### src/rtl/ts_symbol_pack_fifo_pkg.sv
// Shared constants and helpers for the TS symbol packing FIFO.
// Holds default symbol/word widths, the lane-to-bit-position mapping and a
// ceiling-log2 helper usable in constant expressions.
package ts_pkg;

    localparam int TS_SYM_W  = 10;
    localparam int TS_WORD_W = 32;

    // Ceiling log2; returns 0 for values <= 1.
    function automatic int ts_clog2(input int value);
        int res;
        res = 0;
        for (int i = 0; i < 31; i++) begin
            if ((32'sd1 << i) < value) begin
                res = i + 1;
            end else begin
                res = res;
            end
        end
        return res;
    endfunction

    // MSB bit index of a lane; lane 0 sits in the top bits of the word.
    function automatic int lane_msb(input int lane, input int word_w, input int sym_w);
        return word_w - 1 - lane * sym_w;
    endfunction

endpackage

### src/rtl/ts_symbol_pack_fifo_if.sv
// Write/read handshake and status bundle of the TS symbol packing FIFO.
// master = symbol producer/consumer, slave = the FIFO itself.
interface ts_symbol_pack_fifo_if
    import ts_pkg::*;
#(
    parameter int SYM_W = TS_SYM_W,
    parameter int CNT_W = 6
);
    logic             WR_EN;
    logic [SYM_W-1:0] WR_DATA;
    logic             RD_EN;
    logic [SYM_W-1:0] RD_DATA;
    logic             RD_VALID;
    logic             FULL;
    logic             EMPTY;
    logic [CNT_W-1:0] LEVEL;
    logic             OVERFLOW;
    logic             UNDERFLOW;

    modport master (
        output WR_EN, WR_DATA, RD_EN,
        input  RD_DATA, RD_VALID, FULL, EMPTY, LEVEL, OVERFLOW, UNDERFLOW
    );

    modport slave (
        input  WR_EN, WR_DATA, RD_EN,
        output RD_DATA, RD_VALID, FULL, EMPTY, LEVEL, OVERFLOW, UNDERFLOW
    );
endinterface

### src/rtl/ts_symbol_pack_fifo_ptr.sv
// Word/lane pointer pair for the packing FIFO. The lane steps through the
// SPW symbols of a word; after the last lane the word pointer moves on and
// wraps DEPTH-1 -> 0 (DEPTH need not be a power of two).
module ts_pack_ptr
    import ts_pkg::*;
#(
    parameter  int SPW    = 3,
    parameter  int DEPTH  = 21,
    localparam int PTR_W  = (DEPTH > 1) ? ts_clog2(DEPTH) : 1,
    localparam int LANE_W = (SPW > 1) ? ts_clog2(SPW) : 1
)
(
    input  logic              CLOCK,
    input  logic              RESET,
    input  logic              ADVANCE,
    output logic [PTR_W-1:0]  WORD_PTR,
    output logic [LANE_W-1:0] LANE
);

    logic [PTR_W-1:0]  ptr_r;
    logic [LANE_W-1:0] lane_r;
    logic [PTR_W-1:0]  ptr_nxt_s;
    logic [LANE_W-1:0] lane_nxt_s;

    // Next pointer: step the lane, roll into the next word after the last lane.
    always_comb begin
        ptr_nxt_s  = ptr_r;
        lane_nxt_s = lane_r;
        if (ADVANCE) begin
            if (lane_r == LANE_W'(SPW - 1)) begin
                lane_nxt_s = {LANE_W{1'b0}};
                if (ptr_r == PTR_W'(DEPTH - 1)) begin
                    ptr_nxt_s = {PTR_W{1'b0}};
                end else begin
                    ptr_nxt_s = ptr_r + PTR_W'(1);
                end
            end else begin
                lane_nxt_s = lane_r + LANE_W'(1);
            end
        end else begin
            ptr_nxt_s  = ptr_r;
            lane_nxt_s = lane_r;
        end
    end

    // Pointer registers with synchronous active-low reset.
    always_ff @(posedge CLOCK) begin
        if (!RESET) begin
            ptr_r  <= {PTR_W{1'b0}};
            lane_r <= {LANE_W{1'b0}};
        end else begin
            ptr_r  <= ptr_nxt_s;
            lane_r <= lane_nxt_s;
        end
    end

    assign WORD_PTR = ptr_r;
    assign LANE     = lane_r;

endmodule

### src/rtl/ts_symbol_pack_fifo.sv
// Circular FIFO packing SYM_W-bit TS symbols into WORD_W-bit storage words
// (first symbol in the MSB lane) and unpacking them on read. Write and read
// may both be accepted in one cycle; status and error flags are registered.
module ts_symbol_pack_fifo
    import ts_pkg::*;
#(
    parameter int SYM_W  = TS_SYM_W,
    parameter int WORD_W = TS_WORD_W,
    parameter int DEPTH  = 21
)
(
    input  logic CLOCK,
    input  logic RESET,
    ts_symbol_pack_fifo_if.slave bus
);

    localparam int SPW    = WORD_W / SYM_W;
    localparam int CAP    = DEPTH * SPW;
    localparam int CNT_W  = ts_clog2(DEPTH * SPW + 1);
    localparam int PTR_W  = (DEPTH > 1) ? ts_clog2(DEPTH) : 1;
    localparam int LANE_W = (SPW > 1) ? ts_clog2(SPW) : 1;
    localparam int PAD_W  = WORD_W - SPW * SYM_W;
    // Low pad bits below the last lane; cleared whenever lane 0 is written.
    localparam logic [WORD_W-1:0] PAD_MASK =
        (PAD_W > 0) ? ((WORD_W'(1'b1) << PAD_W) - WORD_W'(1'b1)) : {WORD_W{1'b0}};

    logic [WORD_W-1:0] mem_r [0:DEPTH-1];

    logic [PTR_W-1:0]  wr_ptr_s;
    logic [LANE_W-1:0] wr_lane_s;
    logic [PTR_W-1:0]  rd_ptr_s;
    logic [LANE_W-1:0] rd_lane_s;

    logic              rd_acc_s;
    logic              wr_acc_s;
    logic [WORD_W-1:0] wr_word_s;
    logic [WORD_W-1:0] rd_word_s;
    logic [SYM_W-1:0]  rd_sym_s;
    logic [CNT_W-1:0]  level_nxt_s;

    logic [CNT_W-1:0]  level_r;
    logic              full_r;
    logic              empty_r;
    logic              overflow_r;
    logic              underflow_r;
    logic [SYM_W-1:0]  rd_data_r;
    logic              rd_valid_r;

    // A read needs data already stored; a write into a full FIFO is only
    // taken when a read frees a slot in the same cycle. Reset-cycle ops are dropped.
    assign rd_acc_s = RESET & bus.RD_EN & ~empty_r;
    assign wr_acc_s = RESET & bus.WR_EN & (~full_r | rd_acc_s);

    ts_pack_ptr #(.SPW(SPW), .DEPTH(DEPTH)) u_wr_ptr (
        .CLOCK    (CLOCK),
        .RESET    (RESET),
        .ADVANCE  (wr_acc_s),
        .WORD_PTR (wr_ptr_s),
        .LANE     (wr_lane_s)
    );

    ts_pack_ptr #(.SPW(SPW), .DEPTH(DEPTH)) u_rd_ptr (
        .CLOCK    (CLOCK),
        .RESET    (RESET),
        .ADVANCE  (rd_acc_s),
        .WORD_PTR (rd_ptr_s),
        .LANE     (rd_lane_s)
    );

    // Merge the incoming symbol into its lane of the current write word.
    always_comb begin
        wr_word_s = mem_r[wr_ptr_s];
        if (wr_lane_s == LANE_W'(0)) begin
            wr_word_s = wr_word_s & ~PAD_MASK;
        end else begin
            wr_word_s = wr_word_s;
        end
        for (int l = 0; l < SPW; l++) begin
            if (wr_lane_s == LANE_W'(l)) begin
                wr_word_s[lane_msb(l, WORD_W, SYM_W) -: SYM_W] = bus.WR_DATA;
            end else begin
                wr_word_s = wr_word_s;
            end
        end
    end

    // Storage word update; contents are deliberately not reset.
    always_ff @(posedge CLOCK) begin
        if (wr_acc_s) begin
            mem_r[wr_ptr_s] <= wr_word_s;
        end
    end

    // Select the read lane out of the current read word (pre-write contents).
    always_comb begin
        rd_word_s = mem_r[rd_ptr_s];
        rd_sym_s  = {SYM_W{1'b0}};
        for (int l = 0; l < SPW; l++) begin
            if (rd_lane_s == LANE_W'(l)) begin
                rd_sym_s = rd_word_s[lane_msb(l, WORD_W, SYM_W) -: SYM_W];
            end else begin
                rd_sym_s = rd_sym_s;
            end
        end
    end

    // Level moves only when exactly one of write/read is accepted.
    always_comb begin
        level_nxt_s = level_r;
        case ({wr_acc_s, rd_acc_s})
            2'b10:   level_nxt_s = level_r + CNT_W'(1);
            2'b01:   level_nxt_s = level_r - CNT_W'(1);
            default: level_nxt_s = level_r;
        endcase
    end

    // Level, full/empty and sticky error flags.
    always_ff @(posedge CLOCK) begin
        if (!RESET) begin
            level_r     <= {CNT_W{1'b0}};
            full_r      <= 1'b0;
            empty_r     <= 1'b1;
            overflow_r  <= 1'b0;
            underflow_r <= 1'b0;
        end else begin
            level_r     <= level_nxt_s;
            full_r      <= (level_nxt_s == CNT_W'(CAP));
            empty_r     <= (level_nxt_s == CNT_W'(0));
            overflow_r  <= overflow_r | (bus.WR_EN & ~wr_acc_s);
            underflow_r <= underflow_r | (bus.RD_EN & ~rd_acc_s);
        end
    end

    // Read data register: loads on an accepted read, otherwise holds.
    always_ff @(posedge CLOCK) begin
        if (!RESET) begin
            rd_data_r  <= {SYM_W{1'b0}};
            rd_valid_r <= 1'b0;
        end else if (rd_acc_s) begin
            rd_data_r  <= rd_sym_s;
            rd_valid_r <= 1'b1;
        end else begin
            rd_data_r  <= rd_data_r;
            rd_valid_r <= 1'b0;
        end
    end

    assign bus.RD_DATA   = rd_data_r;
    assign bus.RD_VALID  = rd_valid_r;
    assign bus.FULL      = full_r;
    assign bus.EMPTY     = empty_r;
    assign bus.LEVEL     = level_r;
    assign bus.OVERFLOW  = overflow_r;
    assign bus.UNDERFLOW = underflow_r;

endmodule

### src/flat_wrapper.sv
// flat-port wrapper written by rule: the top's interface ports become plain ports
module ts_symbol_pack_fifo_flat import ts_pkg::*;
#(
    parameter int SYM_W  = TS_SYM_W,
    parameter int WORD_W = TS_WORD_W,
    parameter int DEPTH  = 21
)
  (CLOCK, RESET, bus_WR_EN, bus_WR_DATA, bus_RD_EN, bus_RD_DATA, bus_RD_VALID, bus_FULL, bus_EMPTY, bus_LEVEL, bus_OVERFLOW, bus_UNDERFLOW);
  ts_symbol_pack_fifo_if #(.SYM_W(SYM_W), .CNT_W((6))) bus_i ();
  input  logic CLOCK;
  input  logic RESET;
  input wire logic [$bits(bus_i.WR_EN)-1:0] bus_WR_EN;
  input wire logic [$bits(bus_i.WR_DATA)-1:0] bus_WR_DATA;
  input wire logic [$bits(bus_i.RD_EN)-1:0] bus_RD_EN;
  output wire logic [$bits(bus_i.RD_DATA)-1:0] bus_RD_DATA;
  output wire logic [$bits(bus_i.RD_VALID)-1:0] bus_RD_VALID;
  output wire logic [$bits(bus_i.FULL)-1:0] bus_FULL;
  output wire logic [$bits(bus_i.EMPTY)-1:0] bus_EMPTY;
  output wire logic [$bits(bus_i.LEVEL)-1:0] bus_LEVEL;
  output wire logic [$bits(bus_i.OVERFLOW)-1:0] bus_OVERFLOW;
  output wire logic [$bits(bus_i.UNDERFLOW)-1:0] bus_UNDERFLOW;
  assign bus_i.WR_EN = bus_WR_EN;
  assign bus_i.WR_DATA = bus_WR_DATA;
  assign bus_i.RD_EN = bus_RD_EN;
  assign bus_RD_DATA = bus_i.RD_DATA;
  assign bus_RD_VALID = bus_i.RD_VALID;
  assign bus_FULL = bus_i.FULL;
  assign bus_EMPTY = bus_i.EMPTY;
  assign bus_LEVEL = bus_i.LEVEL;
  assign bus_OVERFLOW = bus_i.OVERFLOW;
  assign bus_UNDERFLOW = bus_i.UNDERFLOW;
  ts_symbol_pack_fifo #(.SYM_W(SYM_W), .WORD_W(WORD_W), .DEPTH(DEPTH)) u_core (.CLOCK(CLOCK), .RESET(RESET), .bus(bus_i));
endmodule
### config.mk
export PLATFORM = sky130hd
export DESIGN_NAME = ts_symbol_pack_fifo_flat
export DESIGN_NICKNAME = d
export VERILOG_FILES = /design/src/rtl/ts_symbol_pack_fifo_pkg.sv /design/src/rtl/ts_symbol_pack_fifo_if.sv /design/src/rtl/ts_symbol_pack_fifo_ptr.sv /design/src/rtl/ts_symbol_pack_fifo.sv /design/src/flat_wrapper.sv
export SDC_FILE = /design/constraint.sdc
export NUM_CORES = 1
export LEC_CHECK = 0
export ABC_AREA = 0
export BUFFER_PORTS_ARGS = -buffer_cell sky130_fd_sc_hd__buf_2
export CORE_ASPECT_RATIO = 1.25
export CORE_MARGIN = 5
export CORE_UTILIZATION = 29
export DETAILED_ROUTE_END_ITERATION = 7
export GPL_TIMING_DRIVEN = 0
export PLACE_DENSITY = 0.47
export SLEW_MARGIN = 20
export SYNTH_ARGS = -nofsm -noshare
export SYNTH_HDL_FRONTEND = slang
export SYNTH_SLANG_ARGS = --single-unit
export TNS_END_PERCENT = 10
### constraint.sdc
create_clock -name CLOCK -period 6.25 [get_ports CLOCK]
set_input_delay 1.25 -clock CLOCK [delete_from_list [all_inputs] [get_ports CLOCK]]
set_output_delay 1.25 -clock CLOCK [all_outputs]
set_load 0.05 [all_outputs]
==> flow_metrics.py <==
metrics = {
    "placement": {
        "dp_hpwl_um": 56200,
        "gp_congestion": 0.915,
        "port_buffers": 34,
    },
    "finish": {
        "final_common_cell": "edfxtp_1",
        "seqCellArea_mm2": 0.0197,
        "multi_input_area_mm2": 0.00641,
        "syn_to_final_growth_pct": 15.9,
        "nets": 1564,
        "num-fill-cells": 8689,
        "drive_gt1_share_pct": 24.4,
        "final_cell_mix": "edfxtp_1, mux4_2, nand2_1",
    },
    "logic_synthesis": {
        "synthesis.nets": 1455,
        "synthesis.area_mm2": 0.0266,
        "ys_types": 68,
        "ys.flop_type": "edfxtp_1",
        "yosysWarnings": 0,
        "synth-seq-cells": 670,
        "synth_edf_count": 630,
        "synth_seq_area_share_pct": 74.2,
        "synthCells": 1432,
        "async_flop_share_pct": 0,
        "synth.avg_cell_area_um2": 18.6,
    },
    "global_routing": {
        "grt_max_degree": 64,
        "grt_use_met3_pct": 2.84,
        "grt_overflow": 0,
        "use_met1_pct": 20.5,
        "grt_pass1_vias": 14500,
        "grt_pass1_wl_um": 118000,
        "grt.busiest_layer": "met2",
        "grt.met2_usage_pct": 30.8,
        "antenna_found_initial": 2,
        "grtUsageTotal_pct": 17.3,
    },
    "critical_path": {
        "r2r_end": "u_core.bus.RD_DATA[5]",
        "r2r_slack_ns": 2.52,
        "worstSetupStartpointType": "primary input",
        "critPathRequiredTime_ns": 6.48,
        "critical_path.endpoint_type": "register",
        "crit_start": "bus_RD_EN",
        "crit_arrival_ns": 4.20,
        "reg2reg_depth": 7,
        "critPathMaxFanout": 10,
        "worstSetupEndpoint": "u_core.mem_r[6][7]",
        "path_class": "primary input to register",
    },
    "worst_hold_path": {
        "hold_class": "register to register",
    },
    "clock_tree": {
        "clockBufferDepth": 3,
        "clk_latency_ns": 0.62,
        "clock_sinks": 670,
        "clk_pin_slew_worst_paths_ns": 0.07,
        "post_cts_buffers": 0,
        "tritoncts": "done",
        "htreeDepth": 3,
        "ctsResizeCount": 0,
        "cts-root-buf": "clkbuf_16",
        "cts_made_buffers": 66,
        "hold_buffers": 0,
    },
    "power_and_ir_drop": {
        "p_sw_share_pct": 20.3,
        "p_int_mw": 7.48,
        "p_comb_share_pct": 2.3,
        "p_leak_nw": 9.46,
        "clkPwrFrac_pct": 45.2,
        "power_mw": 9.38,
        "peakVddDrop_uv": 207,
        "power.density_mw_per_mm2": 305,
        "seq_power_share_pct": 52.5,
        "switchingPower_mw": 1.91,
    },
    "floorplanning": {
        "die_w_um": 281,
        "start_util_pct": 29.1,
        "ios": 35,
        "fp-row-count": 124,
        "design.die.area_mm2": 0.0978,
        "fp.coreArea_mm2": 0.0912,
        "die_y_um": 348,
    },
    "route": {
        "first_pass_iters": 5,
        "wire_per_inst_um": 30.8,
        "ant_nets": 0,
        "drc": 0,
        "drt_iter0_drc": 1252,
        "via_count": 14400,
        "vias_per_cell": 5.15,
        "routed_wl_um": 86100,
    },
    "run": {
        "drv_cap": 0,
    },
    "timing": {
        "worst_slew_pin_slew_ns": 1.17,
        "max_freq_mhz": 252,
        "drv_slew": 0,
        "rsz0062_at_grt": "false",
        "slew_headroom_pct": 21.8,
        "finClkSkew_ns": 0.0194,
        "fin_tns_setup_ns": 0,
        "min_period_ns": 3.96,
        "setup_viol": 0,
        "hold_viol": 0,
        "period_share_pct": 63.4,
    },
    "outcome": {
        "status": "completed",
    },
}
-- layout make-up --
cell class                      count  share of cell area (%)
Multi-Input combinational cell    662                    20.8
Clock inverter                     37                    1.47
Inverter                           17                   0.207
Buffer                             83                    1.73
Sequential cell                   670                    64.0
Antenna cell                        1                 0.00812
Timing Repair Buffer               41                   0.914
Tap cell                         1197                    4.86
Clock buffer                       84                    5.99
-- worst min path at each step --
| stage | start | endpoint | slack (ns) | cells past startpoint |
|---|---|---|---|---|
| finish | u_core.bus.UNDERFLOW | u_core.bus.UNDERFLOW | 0.48 | 2 |
| global route | u_core.bus.UNDERFLOW | u_core.bus.UNDERFLOW | 0.52 | 2 |
| CTS | u_core.bus.UNDERFLOW | u_core.bus.UNDERFLOW | 0.48 | 2 |
| detailed placement | u_core.bus.UNDERFLOW | u_core.bus.UNDERFLOW | 0.46 | 2 |
| global placement | u_core.bus.OVERFLOW | u_core.bus.OVERFLOW | 0.44 | 2 |
| floorplan | u_core.u_wr_ptr.LANE[1] | u_core.u_wr_ptr.LANE[1] | 0.47 | 2 |
-- cell usage after synthesis, types with 3 or more instances --
| master | instances | area share [%] |
|---|---|---|
| edfxtp_1 | 630 | 71 |
| mux4_2 | 111 | 9.4 |
| nor2_1 | 96 | 1.4 |
| nand2_1 | 77 | 1.1 |
| mux2i_1 | 58 | 2.2 |
| dfxtp_1 | 40 | 3.0 |
| clkbuf_1 | 30 | 0.42 |
| a21oi_1 | 26 | 0.49 |
| buf_2 | 23 | 0.43 |
| nor3_1 | 23 | 0.43 |
| nor2b_1 | 21 | 0.49 |
| o21ai_0 | 20 | 0.38 |
| o22ai_1 | 18 | 0.42 |
| nand3_1 | 17 | 0.32 |
| buf_6 | 16 | 0.68 |
| inv_1 | 15 | 0.21 |
| mux4_1 | 15 | 1.5 |
| mux2_2 | 14 | 0.59 |
| a31oi_1 | 13 | 0.31 |
| a211oi_1 | 12 | 0.34 |
| nor4_1 | 11 | 0.26 |
| a22oi_1 | 10 | 0.28 |
| buf_4 | 10 | 0.28 |
| nand2b_1 | 10 | 0.24 |
| ha_1 | 9 | 0.42 |
| a2111oi_0 | 7 | 0.23 |
| and3_1 | 7 | 0.16 |
| xnor2_1 | 7 | 0.23 |
| nand4_1 | 6 | 0.14 |
| xor2_1 | 6 | 0.20 |
| and2_1 | 5 | 0.12 |
| nor3b_1 | 5 | 0.14 |
| o221ai_1 | 4 | 0.13 |
| or3_1 | 4 | 0.094 |
| a221oi_1 | 3 | 0.099 |
| nand3b_1 | 3 | 0.085 |
| o2111ai_1 | 3 | 0.099 |
| o211ai_1 | 3 | 0.085 |
| o31ai_1 | 3 | 0.085 |
| o32ai_1 | 3 | 0.099 |
-- cell families after synthesis --
| group | Yosys count | synth area share, % |
|---|---|---|
| mux | 198 | 13.7 |
| compound gates | 147 | 3.80 |
| flops | 670 | 74.2 |
| xor+xnor | 13 | 0.429 |
| simple gates | 295 | 5.23 |
| fa+ha+maj | 9 | 0.424 |
| buf+inv | 100 | 2.24 |
-- metrics by stage --
stage	std cells	setup WS (ns)	util [%]	cell area (um^2)	hold WS, ns
after floorplan	1432	2.79	-	26600	0.471
after global routing	2791	2.19	33.8	30800	0.517
after global placement	2663	1.56	31.0	28200	0.444
after CTS	2791	2.31	33.7	30800	0.481
after detailed placement	2670	1.68	31.2	28500	0.464
final	2792	2.29	33.8	30800	0.476
-- metal layers --
metal	share of wire, %	vias up
li1	-	6002
met1	38	7708
met2	52	521
met3	5.5	148
met4	4.8	0
met5	0	-
-- registers in the layout (all words and copies together), names as in the netlist, 2 cells and up, named ones only --
register and count:
u_core.bus.LEVEL 6, u_core.u_rd_ptr.LANE 2, u_core.u_rd_ptr.WORD_PTR 5, u_core.u_wr_ptr.LANE 2
u_core.u_wr_ptr.WORD_PTR 5, u_core.mem_r 630, u_core.bus.RD_DATA 10
-- power groups by stage --
| stage | clock network, mW | logic, mW | registers, mW |
|---|---|---|---|
| 5_1_grt | 4.51 | 0.225 | 4.92 |
| 3_3_place_gp | 0 | 0.204 | 5.03 |
| 2_1_floorplan | 0 | 0.0622 | 5.05 |
| 3_5_place_dp | 0 | 0.213 | 5.02 |
| 6_report | 4.24 | 0.214 | 4.93 |
| 4_1_cts | 4.31 | 0.214 | 4.93 |
-- critical path: stages --
cell,delay [ns]
buf_2,0.09
nor2b_1,0.11
buf_2,0.25
o211ai_1,0.33
or3b_2,0.56
clkbuf_1,0.19
clkbuf_1,0.39
nor2_1,1.01
(Power assumes the default switching activity.)
